### config.mk
export PLATFORM = sky130hd
export DESIGN_NAME = fetch_2
export DESIGN_NICKNAME = d
export VERILOG_FILES = /design/src/rtl/fetch_2_pkg.sv /design/src/rtl/fetch_2_f2_byte_rotator.sv /design/src/rtl/kogeAdder.sv /design/src/rtl/fetch_2.sv
export SDC_FILE = /design/constraint.sdc
export NUM_CORES = 1
export LEC_CHECK = 0
export CORE_MARGIN = 3
export CORE_UTILIZATION = 45
export CTS_BUF_LIST = sky130_fd_sc_hd__clkbuf_8
export CTS_CLUSTER_SIZE = 12
export DETAILED_ROUTE_END_ITERATION = 10
export GPL_TIMING_DRIVEN = 0
export PLACE_DENSITY = 0.76
export SLEW_MARGIN = 5
export SYNTH_ARGS = -nofsm -noshare
export SYNTH_HDL_FRONTEND = slang
export SYNTH_HIERARCHICAL = 1
export SYNTH_SLANG_ARGS = --single-unit
### constraint.sdc
create_clock -name clk -period 3.3 [get_ports clk]
set_input_delay 0.495 -clock clk [delete_from_list [all_inputs] [get_ports clk]]
set_output_delay 0.495 -clock clk [all_outputs]
set_load 0.05 [all_outputs]
### src/rtl/fetch_2_pkg.sv
// Shared constants and latch layout for the second fetch stage.
// A line latch holds one 16-byte I$ line plus its valid and exception tags.
package fetch_2_pkg;

  localparam int LINE_BYTES = 32'sd16;
  localparam int LINE_W     = 32'sd8 * LINE_BYTES;
  localparam int PTR_W      = 32'sd5;
  localparam int LEN_W      = 32'sd4;

  typedef struct packed {
    logic [LINE_W-1:0] data;
    logic              v;
    logic              x;
  } line_latch_t;

  // True when an advance moves the pointer into the other latch.
  function automatic logic crosses_line(input logic [PTR_W-1:0] old_ptr,
                                        input logic [PTR_W-1:0] new_ptr);
    return old_ptr[PTR_W-1] ^ new_ptr[PTR_W-1];
  endfunction

endpackage

### src/rtl/fetch_2_f2_byte_rotator.sv
// 256-to-128 byte-granular right shifter for the decode window.
// Four mux stages, one per offset bit, shifting by 1, 2, 4 and 8 bytes.
module f2_byte_rotator
  import fetch_2_pkg::*;
(
  input  logic [2*LINE_W-1:0] data_in,
  input  logic [3:0]          shift,
  output logic [LINE_W-1:0]   data_out
);

  logic [2*LINE_W-1:0] stage1_s;
  logic [2*LINE_W-1:0] stage2_s;
  logic [2*LINE_W-1:0] stage3_s;
  logic [2*LINE_W-1:0] stage4_s;

  assign stage1_s = shift[0] ? (data_in  >> 32'd8)  : data_in;
  assign stage2_s = shift[1] ? (stage1_s >> 32'd16) : stage1_s;
  assign stage3_s = shift[2] ? (stage2_s >> 32'd32) : stage2_s;
  assign stage4_s = shift[3] ? (stage3_s >> 32'd64) : stage3_s;
  assign data_out = stage4_s[LINE_W-1:0];

endmodule

### src/rtl/kogeAdder.sv
// Kogge-Stone prefix adder used for the fetch byte pointer.
// The carry-in is folded into the bit-0 generate so the prefix tree yields every carry.
module kogeAdder #(
  parameter int WIDTH = 32'sd5
) (
  input  logic [WIDTH-1:0] a,
  input  logic [WIDTH-1:0] b,
  input  logic             cin,
  output logic [WIDTH-1:0] sum
);

  localparam int LEVELS = $clog2(WIDTH);

  // Prefix tree: each level doubles the span of the group generate/propagate terms.
  always_comb begin
    logic [WIDTH-1:0] g_v;
    logic [WIDTH-1:0] p_v;
    logic [WIDTH-1:0] g_n;
    logic [WIDTH-1:0] p_n;
    g_v = a & b;
    p_v = a ^ b;
    g_v[0] = g_v[0] | (p_v[0] & cin);
    for (int l = 32'sd0; l < LEVELS; l++) begin
      g_n = g_v;
      p_n = p_v;
      for (int i = 32'sd0; i < WIDTH; i++) begin
        if (i >= (32'sd1 << l)) begin
          g_n[i] = g_v[i] | (p_v[i] & g_v[i - (32'sd1 << l)]);
          p_n[i] = p_v[i] & p_v[i - (32'sd1 << l)];
        end else begin
          g_n[i] = g_v[i];
          p_n[i] = p_v[i];
        end
      end
      g_v = g_n;
      p_v = p_n;
    end
    sum = (a ^ b) ^ {g_v[WIDTH-2:0], cin};
  end

endmodule

### src/rtl/fetch_2.sv
// Second fetch stage: even/odd line latches, byte pointer and 16-byte decode window.
// Load pulses feed back to fetch_1 as its FIP register enables.
module fetch_2
  import fetch_2_pkg::*;
(
  input  logic              clk,
  input  logic              reset,
  input  logic [LINE_W-1:0] line_even_in,
  input  logic [LINE_W-1:0] line_odd_in,
  input  logic              cache_miss_even,
  input  logic              cache_miss_odd,
  input  logic              evenW,
  input  logic              oddW,
  input  logic              exc_even,
  input  logic              exc_odd,
  input  logic              flush,
  input  logic [PTR_W-1:0]  flush_offset,
  input  logic              consume_valid,
  input  logic [LEN_W-1:0]  consume_len,
  output logic              even_latch_was_loaded,
  output logic              odd_latch_was_loaded,
  output logic              flush_done,
  output logic              window_valid,
  output logic [LINE_W-1:0] window_bytes,
  output logic              window_exc,
  output logic [PTR_W-1:0]  ptr_out
);

  line_latch_t       even_r;
  line_latch_t       odd_r;
  line_latch_t       cur_s;
  line_latch_t       nxt_s;
  logic [PTR_W-1:0]  ptr_r;
  logic [PTR_W-1:0]  ptr_sum_s;
  logic [3:0]        off_s;
  logic              win_valid_s;
  logic              consume_s;
  logic              cross_s;
  logic              even_load_s;
  logic              odd_load_s;
  logic [LINE_W-1:0] rot_s;

  kogeAdder #(.WIDTH(PTR_W)) u_ptr_add (
    .a   (ptr_r),
    .b   ({1'b0, consume_len}),
    .cin (1'b0),
    .sum (ptr_sum_s)
  );

  f2_byte_rotator u_rot (
    .data_in  ({nxt_s.data, cur_s.data}),
    .shift    (off_s),
    .data_out (rot_s)
  );

  // Current/next latch selection, window qualification, consume and load enables.
  always_comb begin
    if (ptr_r[4]) begin
      cur_s = odd_r;
      nxt_s = even_r;
    end else begin
      cur_s = even_r;
      nxt_s = odd_r;
    end
    off_s       = ptr_r[3:0];
    win_valid_s = reset & cur_s.v & ((off_s == 4'd0) | nxt_s.v) & ~flush;
    consume_s   = consume_valid & win_valid_s & (consume_len != 4'd0);
    cross_s     = crosses_line(ptr_r, ptr_sum_s);
    // During flush the registered V is about to be cleared, so only miss/W gate the load.
    even_load_s = reset & ~cache_miss_even & ~evenW & (flush | ~even_r.v);
    odd_load_s  = reset & ~cache_miss_odd  & ~oddW  & (flush | ~odd_r.v);
  end

  assign even_latch_was_loaded = even_load_s;
  assign odd_latch_was_loaded  = odd_load_s;
  assign flush_done            = flush & even_load_s & odd_load_s;
  assign window_valid          = win_valid_s;
  assign window_bytes          = win_valid_s ? rot_s : {LINE_W{1'b0}};
  assign window_exc            = win_valid_s & (cur_s.x | ((off_s != 4'd0) & nxt_s.x));
  assign ptr_out               = ptr_r;

  // Pointer and latch state; a latch drained by a crossing consume refills next cycle at the earliest.
  always_ff @(posedge clk) begin
    if (!reset) begin
      ptr_r  <= {PTR_W{1'b0}};
      even_r <= {($bits(line_latch_t)){1'b0}};
      odd_r  <= {($bits(line_latch_t)){1'b0}};
    end else begin
      if (flush) begin
        ptr_r <= flush_offset;
      end else if (consume_s) begin
        ptr_r <= ptr_sum_s;
      end else begin
        ptr_r <= ptr_r;
      end

      if (even_load_s) begin
        even_r.data <= line_even_in;
        even_r.v    <= 1'b1;
        even_r.x    <= exc_even;
      end else if (flush | (consume_s & cross_s & ~ptr_r[4])) begin
        even_r.v <= 1'b0;
      end else begin
        even_r <= even_r;
      end

      if (odd_load_s) begin
        odd_r.data <= line_odd_in;
        odd_r.v    <= 1'b1;
        odd_r.x    <= exc_odd;
      end else if (flush | (consume_s & cross_s & ptr_r[4])) begin
        odd_r.v <= 1'b0;
      end else begin
        odd_r <= odd_r;
      end
    end
  end

endmodule

Word level (Yosys, flattened, before mapping)
Cells that the tools add are included.
{"block": "totals", "rom_bits": 0, "register_bits": 265, "latch_bits": 0, "ram_bits": 0, "word_cells": 74, "memories": 0}
{"block": "op_classes", "shifts": 0, "bitwise": 48, "addsub": 0, "reduce_logical": 6, "div_mod_pow": 0, "n_lt_le_gt_ge": 0, "n_eq_ne": 0, "mux": 13, "mul": 0}
{"cell": "$mux 128", "n": 2}
{"cell": "$mux 240", "n": 1}
{"cell": "$mux 224", "n": 1}
{"cell": "$mux 192", "n": 1}
{"cell": "$mux 130", "n": 1}
{"cell": "$mux 122", "n": 1}
{"cell": "$and 1x1->1", "n": 25}
{"cell": "$or 1x1->1", "n": 11}
{"cell": "$mux 5", "n": 2}
{"cell": "$not 1->1", "n": 8}
{"cell": "$reduce_bool 4->1", "n": 2}
{"cell": "$reduce_bool 2->1", "n": 3}
{"cell": "$xor 5x4->5", "n": 1}
{"cell": "$xor 5x5->5", "n": 1}
{"cell": "$and 4x4->4", "n": 1}
{"cell": "$logic_not 4->1", "n": 1}
{"cell": "$mux 2", "n": 2}
{"cell": "$mux 1", "n": 2}
{"cell": "$xor 1x1->1", "n": 1}

Longest topological paths before layout
{"block": "depth", "ltp_word": 12, "mapped_depth": 9, "depth_no_buf": 8}

Modules after synthesis
Netlist, hierarchy kept.
{"mod": "fetch_2", "cells_each": 1609, "area_per_inst_um2": 13834.5, "instances": 1, "seq_area_each_um2": 5305.1}
{"mod": "f2_byte_rotator", "cells_each": 944, "area_per_inst_um2": 7858.8, "instances": 1, "seq_area_each_um2": 0.0}
{"mod": "kogeAdder", "cells_each": 22, "area_per_inst_um2": 178.9, "instances": 1, "seq_area_each_um2": 0.0}

Least setup slack after synthesis
Ideal clock, no wire load.
{"block": "synth_timing", "path_kind": "reg2out", "startpoint": "register ptr_r[4], in the netlist ptr_out[4]", "endpoint": "output port window_bytes[88]", "path_slack_ns": -0.110, "arrival_ns": 2.915, "stages_incl_launch_ff": 10, "required_time_ns": 2.805, "path_buffers": 3, "cell_sequence": "dfxtp_1 clkbuf_1 clkbuf_1 buf_2 mux2_2 mux2i_1 mux2_2 mux2_2 a221oi_1 and2_1"}
{"element": "start: declaration", "line_no": "fetch_2.sv:33", "text": "logic [PTR_W-1:0] ptr_r;"}
{"element": "start signal: assignment", "line_no": "fetch_2.sv:85", "text": "ptr_r <= {PTR_W{1'b0}};"}
{"element": "start signal: assignment", "line_no": "fetch_2.sv:90", "text": "ptr_r <= flush_offset;"}
{"element": "start signal: assignment", "line_no": "fetch_2.sv:92", "text": "ptr_r <= ptr_sum_s;"}
{"element": "end: declaration", "line_no": "fetch_2.sv:24", "text": "output logic [LINE_W-1:0] window_bytes,"}

==> flow_summary.json <==
{
  "hp-start": "flush",
  "cts_made_buffers": 44,
  "switchingPower_mw": 4.254,
  "drt-total-wl_microns": 137600,
  "ios": 413,
  "dp_hpwl_microns": 105800,
  "start_kind": "flop",
  "finish.utilization_pct": 70.72,
  "finalNetCount": 3444,
  "ir_worst_vdd_v": 0.0003003,
  "final_antenna_net_count": 0,
  "slew_viol_final": 11,
  "p_sw_share_pct": 37.33,
  "io_buffers": 411,
  "antenna_found_initial": 6,
  "synth.avg_cell_area_sq_um": 8.485,
  "grt.total_usage_pct": 51.12,
  "dp_slack_ps": -2184,
  "final_cell_mix": "nand2_1, clkdlybuf4s50_1, dfxtp_1",
  "syn_to_final_growth_pct": 53.07,
  "comb_power_share_pct": 39.3,
  "grt_max_degree": 14,
  "crit_fanout": 9,
  "first_iter_violations": 3269,
  "setup_slack_ps": -433.8,
  "p_int_mw": 7.141,
  "setup_viol": 129,
  "overflow": 0,
  "p_leak_nw": 12.84,
  "dpl_cell_area_sq_mm": 0.02666,
  "violations": "max-capacitance violations, max-slew violations, negative setup slack",
  "final.setup.tns_ps": -36760,
  "r2r_slack_ps": 690,
  "cts_sinks": 265,
  "clk_pin_slew_ps": 60,
  "post_route_cells_drive_above_1_share_pct": 37.78,
  "ctsHoldBuffers": 0,
  "die_x_microns": 226.0,
  "routedWlPerCell_microns": 36.11,
  "arrival_ps": 3240,
  "end_kind": "primary output",
  "worstSkewPairLatency_ps": 670,
  "gr-usage-met1_pct": 59.07,
  "rows": 79,
  "mostFrequentLayoutCell": "nand2_1",
  "clockBufferDepth": 3,
  "vias_per_cell": 6.845,
  "syn_inst": 2567,
  "relSlewSlack_pct": -0.9918,
  "required_ps": 2800,
  "first_pass_iters": 6,
  "vias": 26090,
  "fin_crit_ps": 3734,
  "met3_usage_pct": 16.16,
  "startpoint": "ptr_out[4]$_SDFFE_PN0P_",
  "die_y_microns": 226.0,
  "rsz0062_at_grt": "yes",
  "grt_pass1_wl_microns": 184600,
  "yosysWarnings": 6,
  "hold_path_class": "in -> reg",
  "hold_slack_ps": 339.5,
  "p_per_area_mw_per_mm2": 341.8,
  "final_cell_area_sq_mm": 0.03334,
  "timing.fmax_ghz": 0.2678,
  "fin_crit_sh_pct": 113.1,
  "hold_viol": 0,
  "gr-usage-met2_pct": 76.65,
  "grt_pass1_vias": 25220,
  "cts_root_buffer": "clkbuf_8",
  "status": "complete, but fails checks",
  "finClkSkew_ps": 23.16,
  "worstMarginPinSlew_ps": 1515,
  "ctsHtreeMaxLevel": 2,
  "netlist_area_sq_mm": 0.02178,
  "busiest_layer": "met2",
  "path_class": "reg -> out",
  "pwr-share-seq_pct": 30.1,
  "gp_congestion": 1.148,
  "power.share.clock_pct": 30.5,
  "cts_tree": "done",
  "r2r-start": "ptr_out[0]$_SDFFE_PN0P_",
  "dieArea_sq_mm": 0.05108,
  "initial_core_util_pct": 46.20,
  "maxCapViolations": 1,
  "core_area_sq_mm": 0.04715,
  "drc": 0
}
## final timing paths
check | endpoint | cells after the start
max | window_bytes[0] | 10
min | ptr_out[1]$_SDFFE_PN0P_ | 3
max reg2reg | even_r[1]$_SDFFE_PN0P_ | 8
min reg2reg | even_r[125]$_SDFFE_PN0P_ | 2
## critical path, cell delays in order (launching register included)
cell	delay, ps
dfxtp_4	360
clkbuf_16	170
clkbuf_16	210
buf_12	140
buf_12	140
mux2_4	380
mux4_2	500
a22oi_2	240
o21ai_1	100
and2_4	170
buf_6	150
## what timing repair did
item	4_1_cts	5_1_grt
gates cloned	9	5
setup endpoints to repair	133	133
setup buffers	82	50
gates resized for setup	1453	392
pin swaps	76	117
## through the flow
stage,std cells,total power [mW]
after CTS,3759,10.85
after floorplan,2568,5.320
after global placement,3586,6.724
after global routing,3808,11.54
final,3811,11.40
after detailed placement,3586,6.754
## registers in the layout, summed over array words and instances, names as in the netlist
name and count:
even_r 130, odd_r 130, ptr_out 5
## layer usage
layer / share of wire [%] / vias up
met5: 0.069 / -
met2: 42 / 2290
met3: 13 / 787
met4: 11 / 6
li1: - / 10410
met1: 34 / 12590
## final cells by class
type                    count  area (sq um)
multi-input cells        2050         18150
fillers                  3284         13810
repair buffers            552          6111
flip-flops and latches    265          5319
plain buffers             239          1917
clock buffers              57         784.5
well taps                 607         759.5
clock inverters            25         246.5
inverters                  12         45.04
diodes                      4         10.01
## power by group through the flow
stage	sequential (mW)	clock [mW]	combinational [mW]
floorplan	3.45	0	1.86
global placement	3.48	0	3.25
detailed placement	3.49	0	3.27
CTS	3.42	3.43	4.00
global route	3.44	3.60	4.50
finish	3.43	3.48	4.48
No activity file was read; power rests on OpenSTA's default activity.
